==> src/rtl/db_target.sv <==
// db_target: SRIO target-side endpoint. Answers self-check and
// data-integration doorbells with a response doorbell on ireq, and unpacks
// NWRITE payload beats onto a local byte-addressed write port.
module db_target #(
    parameter int ADDR_W = 34
) (
    input  logic              log_clk,
    input  logic              log_rst,
    input  logic [7:0]        src_id,
    input  logic              local_busy_in,
    input  logic              treq_tvalid_in,
    output logic              treq_tready_o,
    input  logic              treq_tlast_in,
    input  logic [63:0]       treq_tdata_in,
    input  logic [7:0]        treq_tkeep_in,
    input  logic [31:0]       treq_tuser_in,
    output logic              ireq_tvalid_o,
    input  logic              ireq_tready_in,
    output logic              ireq_tlast_o,
    output logic [63:0]       ireq_tdata_o,
    output logic [7:0]        ireq_tkeep_o,
    output logic [31:0]       ireq_tuser_o,
    output logic              wr_en_o,
    output logic [ADDR_W-1:0] wr_addr_o,
    output logic [63:0]       wr_data_o,
    output logic [7:0]        wr_keep_o,
    output logic [19:0]       rx_bytes_o,
    output logic              data_done_o,
    output logic              len_err_o,
    output logic              drop_o
);

    typedef enum logic [1:0] {
        S_IDLE,
        S_NWR_DATA,
        S_DB_SEND,
        S_DROP
    } state_t;

    state_t              r_state;
    state_t              w_state_nxt;

    logic [ADDR_W-1:0]   r_addr;
    logic [5:0]          r_exp;
    logic [5:0]          r_beats;
    logic [15:0]         r_reply;
    logic [7:0]          r_req_src;
    logic                r_is_int;
    logic [19:0]         r_rx_bytes;
    logic                r_wr_en;
    logic [ADDR_W-1:0]   r_wr_addr;
    logic [63:0]         r_wr_data;
    logic [7:0]          r_wr_keep;
    logic                r_done;
    logic                r_len_err;
    logic                r_drop;

    // Header decode of the current treq beat
    logic                w_treq_hs;
    logic [3:0]          w_ftype;
    logic [3:0]          w_ttype;
    logic [7:0]          w_size;
    logic [15:0]         w_info;
    logic                w_is_db;
    logic                w_is_nwr;
    logic                w_info_self;
    logic                w_info_int;
    logic                w_rx_nz;
    logic [15:0]         w_reply;

    // FSM strobes into the datapath
    logic                w_db_load;
    logic                w_nwr_start;
    logic                w_nwr_beat;
    logic                w_drop_nxt;
    logic                w_len_err_nxt;
    logic                w_int_done;

    logic [5:0]          w_beats_inc;
    logic [3:0]          w_keep_cnt;
    logic [20:0]         w_rx_sum;
    logic [19:0]         w_rx_sat;
    logic                w_unused_tuser;

    assign w_treq_hs   = treq_tvalid_in & treq_tready_o;
    assign w_ftype     = treq_tdata_in[55:52];
    assign w_ttype     = treq_tdata_in[51:48];
    assign w_size      = treq_tdata_in[43:36];
    assign w_info      = treq_tdata_in[31:16];
    assign w_is_db     = (w_ftype == 4'hA) & treq_tlast_in;
    assign w_is_nwr    = (w_ftype == 4'h5) & (w_ttype == 4'h4) & ~treq_tlast_in;
    assign w_info_self = (w_info == 16'h0101);
    assign w_info_int  = (w_info == 16'h0200) | (w_info == 16'h0201);
    assign w_rx_nz     = (r_rx_bytes != 20'h0);

    // Only the requester's low source byte is echoed back for routing
    assign w_unused_tuser = ^{treq_tuser_in[31:24], treq_tuser_in[15:0]};

    // Reply code chosen at header time; busy is sampled in the handshake cycle
    assign w_reply = w_info_self ? (local_busy_in ? 16'h01FF : 16'h0100)
                                 : (w_rx_nz ? w_info : 16'h02FF);

    // Beat counter saturates so an overlong packet can never alias to a match
    assign w_beats_inc = (r_beats == 6'h3F) ? r_beats : r_beats + 6'd1;

    // Byte count of the current beat from its keep mask
    always_comb begin
        w_keep_cnt = 4'd0;
        for (int i = 0; i < 8; i++) begin
            w_keep_cnt = w_keep_cnt + {3'b000, treq_tkeep_in[i]};
        end
    end

    assign w_rx_sum = {1'b0, r_rx_bytes} + {17'b0, w_keep_cnt};
    assign w_rx_sat = w_rx_sum[20] ? 20'hFFFFF : w_rx_sum[19:0];

    // State register
    always_ff @(posedge log_clk) begin
        if (log_rst) r_state <= S_IDLE;
        else         r_state <= w_state_nxt;
    end

    // Next-state decode, datapath strobes and ireq/treq handshake outputs
    always_comb begin
        w_state_nxt   = r_state;
        w_db_load     = 1'b0;
        w_nwr_start   = 1'b0;
        w_nwr_beat    = 1'b0;
        w_drop_nxt    = 1'b0;
        w_len_err_nxt = 1'b0;
        w_int_done    = 1'b0;
        treq_tready_o = 1'b1;
        ireq_tvalid_o = 1'b0;
        ireq_tlast_o  = 1'b0;
        ireq_tdata_o  = 64'h0;
        ireq_tkeep_o  = 8'h00;
        ireq_tuser_o  = 32'h0;
        case (r_state)
            S_IDLE: begin
                if (w_treq_hs) begin
                    if (w_is_db) begin
                        if (w_info_self | w_info_int) begin
                            w_db_load   = 1'b1;
                            w_state_nxt = S_DB_SEND;
                        end else begin
                            w_drop_nxt  = 1'b1;
                        end
                    end else if (w_is_nwr) begin
                        w_nwr_start = 1'b1;
                        w_state_nxt = S_NWR_DATA;
                    end else begin
                        w_drop_nxt = 1'b1;
                        if (!treq_tlast_in) w_state_nxt = S_DROP;
                    end
                end
            end
            S_NWR_DATA: begin
                if (w_treq_hs) begin
                    w_nwr_beat = 1'b1;
                    if (treq_tlast_in) begin
                        w_state_nxt   = S_IDLE;
                        w_len_err_nxt = (w_beats_inc != r_exp);
                    end
                end
            end
            S_DB_SEND: begin
                treq_tready_o = 1'b0;
                ireq_tvalid_o = 1'b1;
                ireq_tlast_o  = 1'b1;
                ireq_tkeep_o  = 8'hFF;
                ireq_tdata_o  = {8'h00, 4'hA, 4'h0, 1'b0, 2'h1, 1'b0, 12'h0,
                                 r_reply, 16'h0};
                ireq_tuser_o  = {8'h0, src_id, 8'h0, r_req_src};
                if (ireq_tready_in) begin
                    w_state_nxt = S_IDLE;
                    w_int_done  = r_is_int;
                end
            end
            S_DROP: begin
                if (w_treq_hs && treq_tlast_in) w_state_nxt = S_IDLE;
            end
            default: w_state_nxt = S_IDLE;
        endcase
    end

    // Datapath: reply latch, NWRITE address/beat tracking, write port, pulses
    always_ff @(posedge log_clk) begin
        if (log_rst) begin
            r_addr     <= '0;
            r_exp      <= 6'd0;
            r_beats    <= 6'd0;
            r_reply    <= 16'h0;
            r_req_src  <= 8'h0;
            r_is_int   <= 1'b0;
            r_rx_bytes <= 20'h0;
            r_wr_en    <= 1'b0;
            r_wr_addr  <= '0;
            r_wr_data  <= 64'h0;
            r_wr_keep  <= 8'h00;
            r_done     <= 1'b0;
            r_len_err  <= 1'b0;
            r_drop     <= 1'b0;
        end else begin
            r_wr_en   <= w_nwr_beat;
            r_drop    <= w_drop_nxt;
            r_len_err <= w_len_err_nxt;
            r_done    <= w_int_done;
            if (w_db_load) begin
                r_reply   <= w_reply;
                r_req_src <= treq_tuser_in[23:16];
                r_is_int  <= w_info_int & w_rx_nz;
            end
            if (w_nwr_start) begin
                r_addr  <= treq_tdata_in[ADDR_W-1:0];
                r_exp   <= {1'b0, w_size[7:3]} + 6'd1;
                r_beats <= 6'd0;
            end
            if (w_nwr_beat) begin
                r_wr_addr <= r_addr;
                r_wr_data <= treq_tdata_in;
                r_wr_keep <= treq_tkeep_in;
                r_addr    <= r_addr + ADDR_W'(8);
                r_beats   <= w_beats_inc;
            end
            // Integration ack and payload beats are never in the same cycle
            if (w_int_done)      r_rx_bytes <= 20'h0;
            else if (w_nwr_beat) r_rx_bytes <= w_rx_sat;
        end
    end

    assign wr_en_o     = r_wr_en;
    assign wr_addr_o   = r_wr_addr;
    assign wr_data_o   = r_wr_data;
    assign wr_keep_o   = r_wr_keep;
    assign rx_bytes_o  = r_rx_bytes;
    assign data_done_o = r_done;
    assign len_err_o   = r_len_err;
    assign drop_o      = r_drop;

endmodule
==> config.mk <==
export PLATFORM = sky130hd
export DESIGN_NAME = db_target
export DESIGN_NICKNAME = d
export VERILOG_FILES = /design/src/rtl/db_target.sv
export SDC_FILE = /design/constraint.sdc
export NUM_CORES = 1
export LEC_CHECK = 0
export ABC_AREA = 1
export CAP_MARGIN = 25
export CORE_ASPECT_RATIO = 0.5
export CORE_MARGIN = 3
export CORE_UTILIZATION = 41
export DETAILED_ROUTE_END_ITERATION = 8
export PLACE_DENSITY = 0.84
export SETUP_SLACK_MARGIN = 0.05
export SYNTH_ARGS = -nofsm -noshare
export SYNTH_HDL_FRONTEND = slang
export SYNTH_SLANG_ARGS = --single-unit
==> constraint.sdc <==
create_clock -name log_clk -period 3.6 [get_ports log_clk]
set_input_delay 0.72 -clock log_clk [delete_from_list [all_inputs] [get_ports log_clk]]
set_output_delay 0.72 -clock log_clk [all_outputs]
set_load 0.02 [all_outputs]
==> results_dict.tcl <==
set metrics [dict create \
    max_freq_mhz 288 \
    ys_warn_count 0 \
    arrival_ps 3870 \
    path_buf_inv 6 \
    start_kind "input pin" \
    fill_cells 2122 \
    seq_area_frac_synth 0.410 \
    hpwl_microns 20400 \
    powerDensity_mw_per_mm2 444 \
    io_buffers 269 \
    rsz0062_at_grt "yes" \
    hold_violations 0 \
    vdd_drop_max_v 0.000219 \
    nNetsFinal 1800 \
    synth_area_sq_mm 0.00992 \
    hold_path_class "reg2reg" \
    place_area_sq_mm 0.0126 \
    finalClockSkew_ps 8.73 \
    tightest_slew_ps 867 \
    layout_min_cycle_time_ps 3470 \
    clock-sinks 203 \
    synth-seq-cells 203 \
    antenna_found_initial 0 \
    rows 39 \
    grt_start_max_net_pins 115 \
    finalPower_mw 5.91 \
    drt_pass1_iterations 6 \
    whs_ps 451 \
    end_kind "flip-flop" \
    grt_pass1_wl_microns 45000 \
    status "finished clean" \
    wl_per_cell_microns 14.6 \
    ys_types 39 \
    crit_path_top_delay_cell "fa_1" \
    setup_ws_ps 128 \
    fin_util 0.572 \
    place.gp.congestion 0.897 \
    synth_common_cells "nand2_1, dfxtp_1, a21oi_1" \
    p_leak_nw 5.30 \
    area_growth_pct 34.2 \
    dieArea_sq_mm 0.0262 \
    synth_top_area_cell "dfxtp_1" \
    wirelength_microns 29000 \
    slew_violations 0 \
    dp_cells 1951 \
    first_global_vias 8828 \
    path_cells "buf_6 -> fa_1 -> inv_2 -> fa_1 -> fa_1 -> fa_2 -> inv_2 -> fa_2 -> nand3_2 -> nand2_4 -> buf_4 -> nand2_4 -> inv_4 -> nand3_4 -> nand2_1 -> o21ai_1 -> inv_1" \
    synthArstFlopShare 0 \
    clock_tree.buffer_depth 3 \
    fin_cells 1988 \
    finalSetupViolCount 0 \
    overflow 0 \
    tns_ps 0 \
    layout-drive-gt1-share 0.0684 \
    synth-edff-count 0 \
    slew-limit-headroom 0.422 \
    min_period_over_period 0.964 \
    syn_inst 1434 \
    cpPeakStageDelay_ps 540 \
    cp_top_family "adder cells" \
    antenna_cells 0 \
    cts.clk_slew.worst_paths_ps 60 \
    yosys-top-cells-area "dfxtp_1, nand2_1, a21oi_1, buf_4, inv_1" \
    numCtsBuffers 20 \
    critPathMaxFanout 7 \
    ios 355 \
    fp.coreArea_sq_mm 0.0233 \
    cp_common_cell "fa_1" \
    gr-usage-all-layers 0.210 \
    dr_total_vias 9686 \
    pre_cts_ws_ps -708 \
    clock_latency_ps 500 \
    finalInstanceArea_sq_mm 0.0133 \
    tritoncts "yes" \
    maxCapViolations 0 \
    postSynthAreaPerCell_sq_um 6.92 \
    die_h_microns 116 \
    cts_root_buf "clkbuf_16" \
    synth.most_common_cell "nand2_1" \
    drtAntennaViolNets 0 \
    start_util 0.426 \
    yosysTopAreaCellShare 0.410 \
    ctsHtreeMaxLevel 1 \
    required_ps 3990 \
    synth_top_flop_cell "dfxtp_1" \
    path_class "in2reg" \
    route.detailed.drc 0 \
    drt_iter0_drc 730 \
    die_x_microns 226 \
    vias_per_cell 4.87 \
]
==> cell type report <==
cell class	count	area, sq um	area share
inverters	152	578	0.0434
multi-input cells	1005	4760	0.357
clock inverters	11	143	0.0107
clock buffers	24	557	0.0418
flip-flops and latches	203	4060	0.305
repair buffers	286	2830	0.213
well taps	307	384	0.0288
==> report_power, final <==
| part | total, mW | internal [mW] | switching (mW) |
|---|---|---|---|
| clock network | 2.25 | 1.32 | 0.927 |
| registers | 2.40 | 2.34 | 0.0554 |
| logic | 1.26 | 0.508 | 0.757 |
| total | 5.91 | 4.17 | 1.74 |
==> routing by layer <==
metal	vias up	wire, microns	GRT usage
li1	4891	-	-
met1	4427	12900	0.277
met2	315	13600	0.356
met3	53	1710	0.0377
met4	0	786	0.0617
met5	-	0	0
==> worst reg2reg max path: stages (launching register included) <==
cell     delay [ps]
dfxtp_1         380
inv_1            70
fa_1            460
fa_1            540
fa_2            210
inv_2            50
fa_2            370
nand3_2         110
nand2_4          60
buf_4           160
nand2_4          80
inv_4            50
nand3_4         110
nand2_1          70
o21ai_1         130
inv_1            50
==> flip-flops by register name (all words and copies together) (netlist names), 2 cells and up <==
signal      flops
r_req_src       8
r_state         2
r_exp           6
rx_bytes_o     20
r_addr         34
wr_data_o      64
wr_keep_o       8
r_reply        16
wr_addr_o      34
r_beats         6
==> path summary, 6_finish.rpt <==
| path | startpoint | to | slack (ps) | depth (start not counted) |
|---|---|---|---|---|
| worst max-delay path | treq_tkeep_in[3] | rx_bytes_o[8]$_SDFFE_PP0P_ | 130 | 17 |
| worst min-delay path | r_reply[9]$_SDFFE_PP0P_ | r_reply[9]$_SDFFE_PP0P_ | 450 | 2 |
| worst max register to register | rx_bytes_o[0]$_SDFFE_PP0P_ | rx_bytes_o[8]$_SDFFE_PP0P_ | 590 | 15 |
| worst min register to register | r_reply[9]$_SDFFE_PP0P_ | r_reply[9]$_SDFFE_PP0P_ | 450 | 2 |
==> cells by family after synthesis <==
group	after synthesis	share of synthesized area
simple gates	671	0.285
fa+ha+maj	14	0.0214
flops	203	0.410
xor+xnor	16	0.0141
other cells	1	0.000378
buf+inv	286	0.143
compound gates	243	0.126
==> cells in the final DEF, fill, tap and decap left out, types with 3 or more instances in the layout <==
master,netlist,layout
nor2_2,10,12
fa_1,5,3
xnor2_1,4,4
a31oi_1,7,7
nand3_2,6,8
bufinv_16,0,3
a21oi_1,147,145
nor2_1,144,141
clkinv_2,0,4
nor2_4,4,5
o21ai_1,4,7
nand3_4,0,3
o22ai_1,3,3
or2_2,6,6
clkdlybuf4s50_1,0,265
clkbuf_16,0,21
inv_4,0,3
nor3_1,22,22
nand2_2,3,5
nand3b_1,5,5
nand2_1,381,377
ha_1,9,9
o21ai_0,72,69
nor4_1,5,5
conb_1,1,61
xor2_1,12,12
inv_1,146,140
nand3_1,72,67
buf_4,77,16
nand4_1,9,9
dfxtp_1,203,203
inv_2,6,9
nor3_2,3,3
==> timing repair <==
item	CTS	global route
hold buffers	0	0
pin swaps	6	14
gates resized for setup	6	22
setup endpoints to repair	20	20
setup buffers	1	1
Power figures use the tool's default switching activity.
